`src/rtl/inst_queue.sv`:
```
// Instruction queue: FIFO of {pc, inst} between fetch and decode/issue.
// Wrap-bit pointers distinguish full from empty; flush clears synchronously.
module inst_queue #(
  parameter int unsigned  width     = 16,
  parameter int unsigned  pc_width  = 16,
  parameter int unsigned  depth     = 8,
  localparam int unsigned ptr_width = $clog2(depth)
) (
  input  logic                 clk,
  input  logic                 rst_n,
  input  logic                 flush,
  input  logic                 enq_valid,
  output logic                 enq_ready,
  input  logic [width-1:0]     enq_inst,
  input  logic [pc_width-1:0]  enq_pc,
  output logic                 deq_valid,
  input  logic                 deq_ready,
  output logic [width-1:0]     deq_inst,
  output logic [pc_width-1:0]  deq_pc,
  output logic [ptr_width:0]   count
);

  localparam int unsigned CntW = ptr_width + 1;

  typedef struct packed {
    logic [pc_width-1:0] pc;
    logic [width-1:0]    inst;
  } entry_t;

  entry_t               mem_q [depth];
  logic [CntW-1:0]      rd_ptr_q, rd_ptr_d;
  logic [CntW-1:0]      wr_ptr_q, wr_ptr_d;
  logic [ptr_width-1:0] rd_idx, wr_idx;
  logic                 full, empty;
  logic                 enq_fire, deq_fire;
  entry_t               head;

  assign rd_idx = rd_ptr_q[ptr_width-1:0];
  assign wr_idx = wr_ptr_q[ptr_width-1:0];

  // Same slot index with differing wrap bits means the writer lapped the reader.
  assign full  = (rd_idx == wr_idx) && (rd_ptr_q[ptr_width] != wr_ptr_q[ptr_width]);
  assign empty = (rd_ptr_q == wr_ptr_q);

  assign enq_ready = ~full;
  assign deq_valid = ~empty;
  assign enq_fire  = enq_valid & ~full;
  assign deq_fire  = deq_ready & ~empty;

  assign head     = mem_q[rd_idx];
  assign deq_inst = head.inst;
  assign deq_pc   = head.pc;
  assign count    = wr_ptr_q - rd_ptr_q;

  always_comb begin
    rd_ptr_d = rd_ptr_q;
    wr_ptr_d = wr_ptr_q;
    if (flush) begin
      rd_ptr_d = '0;
      wr_ptr_d = '0;
    end else begin
      if (enq_fire) wr_ptr_d = wr_ptr_q + CntW'(1);
      if (deq_fire) rd_ptr_d = rd_ptr_q + CntW'(1);
    end
  end

  always_ff @(posedge clk or negedge rst_n) begin
    if (!rst_n) begin
      rd_ptr_q <= '0;
      wr_ptr_q <= '0;
    end else begin
      rd_ptr_q <= rd_ptr_d;
      wr_ptr_q <= wr_ptr_d;
    end
  end

  // Storage is deliberately left unreset; entries are only read when valid.
  always_ff @(posedge clk) begin
    if (enq_fire && !flush) begin
      mem_q[wr_idx] <= entry_t'({enq_pc, enq_inst});
    end
  end

endmodule

```
`config.mk`:
```
export PLATFORM = sky130hd
export DESIGN_NAME = inst_queue
export DESIGN_NICKNAME = d
export VERILOG_FILES = /design/src/rtl/inst_queue.sv
export SDC_FILE = /design/constraint.sdc
export NUM_CORES = 1
export LEC_CHECK = 0
export BUFFER_PORTS_ARGS = -buffer_cell sky130_fd_sc_hd__buf_2
export CORE_ASPECT_RATIO = 0.6
export CORE_MARGIN = 2
export CORE_UTILIZATION = 54
export CTS_CLUSTER_SIZE = 16
export DETAILED_ROUTE_END_ITERATION = 16
export GPL_ROUTABILITY_DRIVEN = 0
export PLACE_DENSITY_LB_ADDON = 0.2
export SLEW_MARGIN = 0
export SYNTH_ARGS = -nofsm -noshare
export SYNTH_HDL_FRONTEND = slang
export SYNTH_SLANG_ARGS = --single-unit
```
`constraint.sdc`:
```
create_clock -name clk -period 4.4 [get_ports clk]
set_input_delay 0 -clock clk [delete_from_list [all_inputs] [get_ports clk]]
set_output_delay 0 -clock clk [all_outputs]
set_load 0.02 [all_outputs]
```
# Word level (Yosys, flattened, before mapping)

Memories as Yosys holds them, arrays and structs flattened.
Index checks and enable logic that the tools add are counted.

Flip-flop bits (word level): 8
Bits in writable memories: 256
Input bits: 37
Output and inout port bits: 38
Word-level logic and storage cells: 24
Memories: 1

$add $sub $neg: 3
Equal/unequal tests: 3
Mux-type cells: 6
Bitwise operators: 4
Reductions and logical operators: 5

Memories:

| name  | depth | width | rd ports | clocked after memory_dff | wr ports | line | text |
|---|---|---|---|---|---|---|---|
| mem_q | 8     | 32    | 1        | 0                        | 1        | 30   | `entry_t mem_q [depth];` |

Operators with widths:

| cell                  | number |
|---|---|
| $mux W4               | 4 |
| $add A4 B1 Y4 const B | 2 |
| $eq A4 B4 Y1          | 1 |
| $reduce_bool A2 Y1    | 2 |
| $sub A4 B4 Y4         | 1 |
| $eq A3 B3 Y1          | 1 |
| $and A1 B1 Y1         | 2 |
| $logic_and A1 B1 Y1   | 2 |
| $mux W1               | 2 |
| $not A1 Y1            | 2 |
| $logic_not A1 Y1      | 1 |
| $ne A1 B1 Y1          | 1 |

# Longest topological paths before layout

Gate-level depths: netlist of the first run.

Depth in word-level cells: 7
Gate-level depth with buffers: 8
Gate-level depth less buffers: 6

# Worst setup path before layout of the first run

Ideal clock, no wire load.

Kind: reg2reg
Start: reg rd_ptr_q[2]
End: mem mem_q[0][0] (netlist bit), enable pin
Library setup time: 0.461 ns
Data arrival time: 4.088 ns
Data required time: 3.939 ns
Path slack: -0.149 ns
Cell stages (with the launch flop): 9
Clock period less this slack: 4.549 ns
Cells stage by stage: dfrtp_1 > clkbuf_1 > clkinv_1 > clkbuf_1 > ha_1 > nand3_1 > o21ai_2 > or3_4 > nor3_1

Word-level cells in the longest chain between the ends: 7

Ends and longest elaborated chain:

| element                       | line | text |
|---|---|---|
| from (decl)                   | 31   | `logic [CntW-1:0] rd_ptr_q, rd_ptr_d;` |
| from (signal assigned)        | 72   | `rd_ptr_q <= rd_ptr_d;` |
| $eq A3 B3 Y1                  | 42   | `assign full = (rd_idx == wr_idx) && (rd_ptr_q[ptr_width] != wr_ptr_q[ptr_width]);` |
| $logic_and A1 B1 Y1           | 42   |  |
| $not A1 Y1                    | 47   | `assign enq_fire = enq_valid & ~full;` |
| $and A1 B1 Y1                 | 47   |  |
| $logic_and A1 B1 Y1           | 79   | `if (enq_fire && !flush) begin` |
| $mux W1                       | 79   |  |
| $mux W1 (implied by the code) | 80   | `mem_q[wr_idx] <= entry_t'({enq_pc, enq_inst});` |
| to (decl)                     | 30   |  |

No other way between the ends.

# Final worst setup path of the first run

Start: reg rd_ptr_q[0]
End: mem mem_q[6][26] (netlist bit), enable pin

Same word-level chain as after synthesis.

==> impl_metrics.yaml, run 1 <==
placed_design:
  hpwl_mm: 11.37
  placed_area_sq_um: 10960
  io_buffers: 74
  dp_slack_ns: 1.249
logic_synthesis:
  synth_top_area_cell: "edfxtp_1"
  yosys_warnings: 0
  synth-seq-cells: 264
  synth_ff_type: "edfxtp_1"
  synthesis.area_sq_um: 10210
  synth-edff-count: 256
  syn_inst: 507
  syn_nets: 550
  synthDistinctLibCells: 30
  seq_area_frac_synth_pct: 77.27
  synth_area_leaders: "edfxtp_1 (75%), mux4_2 (14%), nand2_1 (3.8%), dfrtp_1 (2.0%), ha_1 (0.61%)"
  avgSynthCellArea_sq_um: 20.13
  synth_async_sr_flop_share_pct: 3.030
  synth_most_common_cell: "edfxtp_1"
  yosys.area.top_type_share_pct: 75.31
  synth_common_cells: "edfxtp_1 (256), nand2_1 (102), mux4_2 (64)"
global_route:
  grt_pass1_vias: 5223
  track_usage_pct: 19.90
  grt_max_degree: 69
  antenna_found_initial: 0
  grt_pass1_wl_mm: 30.36
  overflow: 0
die:
  dieHeight_microns: 110.5
  num_rows: 38
  die-area_sq_um: 20050
  start_util_pct: 55.76
  io_pins: 75
  coreArea_sq_um: 18310
  die_width_microns: 181.5
detailed_routing:
  wl_met2_mm: 8.636
  m1WireLength_mm: 9.236
  dr.max_layer_used: "met4"
  drcViolationCount: 0
  wirelength_mm: 19.31
  drtIter0Drc: 480
  via_count: 4990
  firstDrtPassIters: 5
  via_per_inst: 5.594
  final_antenna_net_count: 0
  wl_met3_mm: 1.173
  avgRoutedWirePerCell_microns: 21.65
flow_run:
  drv_cap: 0
clocking:
  cts-root-buf: "clkbuf_16"
  tritoncts: "built"
  clkTransAtPathRegs_ns: 0.07
  cts_sinks: 264
  clockBufferDepth: 3
  clk_latency_ns: 0.52
  numCtsBuffers: 25
  htree_num_levels: 1
  cts_setup_buffers: 0
min_path:
  hp-start: "enq_pc[12]"
  hold_depth: 2
  whs_endpoint: "mem_q[0][28]"
  hold_class: "input pin to flop"
worst_setup_path:
  crit_fanout: 32
  end_kind: "flop"
  path_class: "flop to flop"
  cp.arrival_ns: 3.26
  critPathLaunchType: "flop"
  r2r_end: "mem_q[6][26]"
  reg2regPathDepth: 5
  rr_startpoint: "rd_ptr_q[0]"
  crit_required_ns: 4.53
  r2r_setup_slack_ns: 1.27
sta:
  min_period_ns: 3.133
  finalClockSkew_ns: 0.007983
  maxSlewHeadroom_pct: 29.05
  fmax_ghz: 0.3192
  final.setup.worst_slack_ns: 1.267
  slew_violations: 0
  setup_viol: 0
  hold_ws_ns: 0.2962
  hold_violations: 0
  rsz0062_at_grt: "false"
  fin_crit_sh_pct: 71.20
  timing.setup.tns_ns: 0
  worst_pin_slew_ns: 1.062
pwr:
  powerDensity_nw_per_um2: 467.3
  ir_drop_v: 0.0003258
  power.leakage_nw: 4.072
layout:
  drive_gt1_share_pct: 30.06
  regArea_sq_um: 7893
  num_antenna_cells: 0
  multi_input_area_sq_um: 2246
  nNetsFinal: 679
  area_delta_synth_final_pct: 18.42
  final_area_sq_um: 12090
  fill_cells: 1221
status:
  status: "finished clean"
## layout make-up
| cell class | instances | area share, % |
|---|---|---|
| Clock inverter | 10 | 0.7349 |
| Multi-Input combinational cell | 214 | 18.58 |
| Tap cell | 240 | 2.484 |
| Inverter | 7 | 0.2174 |
| Sequential cell | 264 | 65.29 |
| Clock buffer | 33 | 5.424 |
| Timing Repair Buffer | 124 | 7.266 |
## registers in the layout, indices dropped and copies added, names as in the netlist
signal	count
mem_q	256
rd_ptr_q	4
wr_ptr_q	4
## worst max path at each step
stage                           start      endpoint  depth (start not counted)  slack, ns
after floorplan           rd_ptr_q[2]   mem_q[6][0]                          8       0.65
after global placement    rd_ptr_q[0]  mem_q[6][19]                          5       1.22
after detailed placement  rd_ptr_q[0]  mem_q[6][19]                          5       1.25
after CTS                 rd_ptr_q[0]     deq_pc[5]                          5       1.19
after global routing      rd_ptr_q[0]     deq_pc[5]                          5       1.03
final                     rd_ptr_q[0]  mem_q[6][26]                          5       1.27
## stage by stage
step / std cells / util [%] / total power, mW
floorplan: 507 / - / 3.475
global placement: 811 / 59.89 / 3.698
detailed placement: 811 / 59.89 / 3.707
CTS: 892 / 66.04 / 5.704
global route: 892 / 66.04 / 5.860
finish: 892 / 66.04 / 5.649
## cell usage in the layout (no fill, tap or decap), drive strengths merged
master and count:
a21o 1, a21oi 4, and3 1, buf 86, bufinv 1, clkbuf 33, clkinv 5, clkinvlp 3
dfrtp 8, dlygate4sd3 38, edfxtp 256, fa 1, ha 5, inv 8, mux2i 1, mux4 64
nand2 102, nand3 2, nand4 2, nor2 13, nor3 2, o211ai 2, o21ai 2, or3 1
or3b 1, xnor2 7, xor2 3
## critical path, stage by stage (launching register included)
cell and delay (ns):
dfrtp_4 0.76, ha_1 0.35, nand3_1 0.17, o21ai_2 0.11, or3b_4 0.49, nor2_4 0.84
## cells by family after synthesis
kind of cell | Yosys count | share of synthesized area [%]
xor+xnor | 10 | 0.9317
simple gates | 124 | 4.879
buf+inv | 29 | 1.336
mux | 65 | 14.22
compound gates | 9 | 0.5516
fa+ha+maj | 6 | 0.8090
flops | 264 | 77.27
## routing by layer
metal  vias up  GRT usage (%)
li1       2257              -
met1      2543          31.63
met2       167          29.60
met3        23          3.496
met4         0          3.740
met5         -              0
## power breakdown
| group | switching (mW) | internal (mW) |
|---|---|---|
| Clock | 0.874 | 1.11 |
| Sequential | 0.0504 | 2.80 |
| Combinational | 0.430 | 0.385 |
## timing repair
item                      in CTS  in global routing
hold endpoints to repair     272                  0
hold buffers                  38                  0
resized for setup              0                  0
No activity file was read; power rests on OpenSTA's default activity.
==> inputs of run 2 (changes only) <==
==> constraint.sdc (replaced) <==
create_clock -name clk -period 2.6 [get_ports clk]
set_input_delay 0 -clock clk [delete_from_list [all_inputs] [get_ports clk]]
set_output_delay 0 -clock clk [all_outputs]
set_load 0.02 [all_outputs]
==> impl_metrics.yaml, run 2 (same netlist as run 1, synthesis figures left out) <==
sta:
  fin_crit_sh_pct: 93.59
  worst_pin_slew_ns: 0.7286
  slew_violations: 0
  fmax_ghz: 0.4110
  maxSlewHeadroom_pct: 51.43
  min_period_ns: 2.433
  rsz0062_at_grt: "false"
  final.setup.worst_slack_ns: 0.1667
  hold_violations: 0
  setup_viol: 0
  finalClockSkew_ns: 0.01387
global_route:
  antenna_found_initial: 0
  overflow: 0
  grt_max_degree: 69
  grt_pass1_wl_mm: 32.33
  grt_pass1_vias: 5531
  track_usage_pct: 21.23
placed_design:
  dp_slack_ns: 0.1650
  placed_area_sq_um: 11090
  io_buffers: 74
  hpwl_mm: 11.85
  dp.cells: 820
die:
  die-area_sq_um: 20050
  die_width_microns: 181.5
  num_rows: 38
  io_pins: 75
  dieHeight_microns: 110.5
  coreArea_sq_um: 18310
  start_util_pct: 55.76
pwr:
  ir_drop_v: 0.0004732
  power_mw: 9.592
  power.leakage_nw: 4.136
  powerDensity_nw_per_um2: 785.5
clocking:
  numCtsBuffers: 24
  tritoncts: "built"
  cts_setup_buffers: 0
  cts-root-buf: "clkbuf_16"
  cts_sinks: 264
  clkTransAtPathRegs_ns: 0.06
  clockBufferDepth: 3
  htree_num_levels: 1
  clk_latency_ns: 0.50
detailed_routing:
  drcViolationCount: 0
  via_per_inst: 5.759
  via_count: 5183
  drtIter0Drc: 464
  wirelength_mm: 20.48
  avgRoutedWirePerCell_microns: 22.76
  firstDrtPassIters: 5
  final_antenna_net_count: 0
layout:
  final_cells: 900
  final_area_sq_um: 12210
  fin_util_pct: 66.71
  fill_cells: 1193
  largest_reg_flops: 256
  regMostFlops: "mem_q"
  area_delta_synth_final_pct: 19.64
  nNetsFinal: 687
  layout_common_cells: "edfxtp_1 (256), nand2_1 (102), buf_2 (74)"
  reg_top3: "mem_q x256, rd_ptr_q x4, wr_ptr_q x4"
  layout_commonest_cell: "edfxtp_1"
  drive_gt1_share_pct: 32.12
  num_antenna_cells: 0
min_path:
  hold_class: "input pin to flop"
  hold_depth: 2
worst_setup_path:
  cp.arrival_ns: 2.63
  crit_required_ns: 2.79
  path_buf_inv: 2
  crit_fanout: 11
  critPathLaunchType: "flop"
  end_kind: "flop"
  slowest_stage: "dfrtp_2"
  cp_slowest_stage_delay_ns: 0.46
  path_class: "flop to flop"
  crit_family: "simple AND/OR/NAND/NOR gates"
  path_depth: 7
  path_cells: "inv_1 -> ha_1 -> nand3_4 -> o21ai_4 -> or3b_4 -> nor3_4 -> buf_4"
  reg2regPathDepth: 7
flow_run:
  drv_cap: 0
status:
  status: "finished clean"
-- run 2: cell count changes in the layout (fill, tap and decap cells not counted), moves of 2 or more --
| cell | delta |
|---|---|
| buf_4 | +8 |
| clkinv_2 | +3 |
| clkbuf_1 | -2 |
| clkinvlp_4 | -2 |
| dfrtp_1 | -2 |
| ha_1 | -2 |
| ha_4 | +2 |
-- run 2: layout make-up --
type,instances,area [sq um],area share [%]
clock buffer,30,623.1,5.102
clock inverter,12,118.9,0.9734
inverter,7,31.28,0.2561
multi-input combinational,214,2291,18.76
sequential,264,7898,64.67
tap,240,300.3,2.459
timing repair buffer,133,949.7,7.777
-- run 2: stage by stage --
step | hold WS [ns] | setup TNS, ns
global placement | -0.1444 | 0
global route | 0.3300 | 0
CTS | 0.2913 | 0
detailed placement | -0.1426 | 0
finish | 0.3300 | 0
floorplan | -0.2956 | -11.38
-- run 2: worst reg2reg max path, stage by stage (launching register included) --
cell	delay (ns)
dfrtp_2	0.46
inv_1	0.11
ha_1	0.37
nand3_4	0.14
o21ai_4	0.07
or3b_4	0.46
nor3_4	0.24
buf_4	0.26
-- run 2: worst paths after layout --
path / start / endpoint / slack [ns]
worst max-delay path: wr_ptr_q[0] / mem_q[4][10] / 0.17
worst min-delay path: enq_pc[15] / mem_q[0][31] / 0.33
worst max register to register: wr_ptr_q[0] / mem_q[4][10] / 0.17
worst min register to register: wr_ptr_q[3] / wr_ptr_q[3] / 0.66
max in group asynchronous: rst_n / rd_ptr_q[1] / 1.79
min in group asynchronous: rst_n / wr_ptr_q[3] / 0.49
-- run 2: report_power, final --
part           internal [mW]  leakage [nW]  switching [mW]
clock                   1.90         0.360            1.43
combinational          0.676          1.36           0.823
sequential              4.74          2.42          0.0260
-- run 2: per-layer routing --
layer / up-vias / GRT usage, % / routed length (microns)
met4: 0 / 3.686 / 212
met2: 184 / 35.22 / 10100
met3: 20 / 3.331 / 1217
met5: - / 0 / 0
li1: 2280 / - / -
met1: 2699 / 30.78 / 8947
-- run 2: timing repair --
| item | in CTS | in global routing |
|---|---|---|
| hold buffers | 38 | 0 |
| endpoints found under the hold margin | 272 | 0 |
| resized for setup | 0 | 1 |
| endpoints found under the setup margin | 0 | 6 |
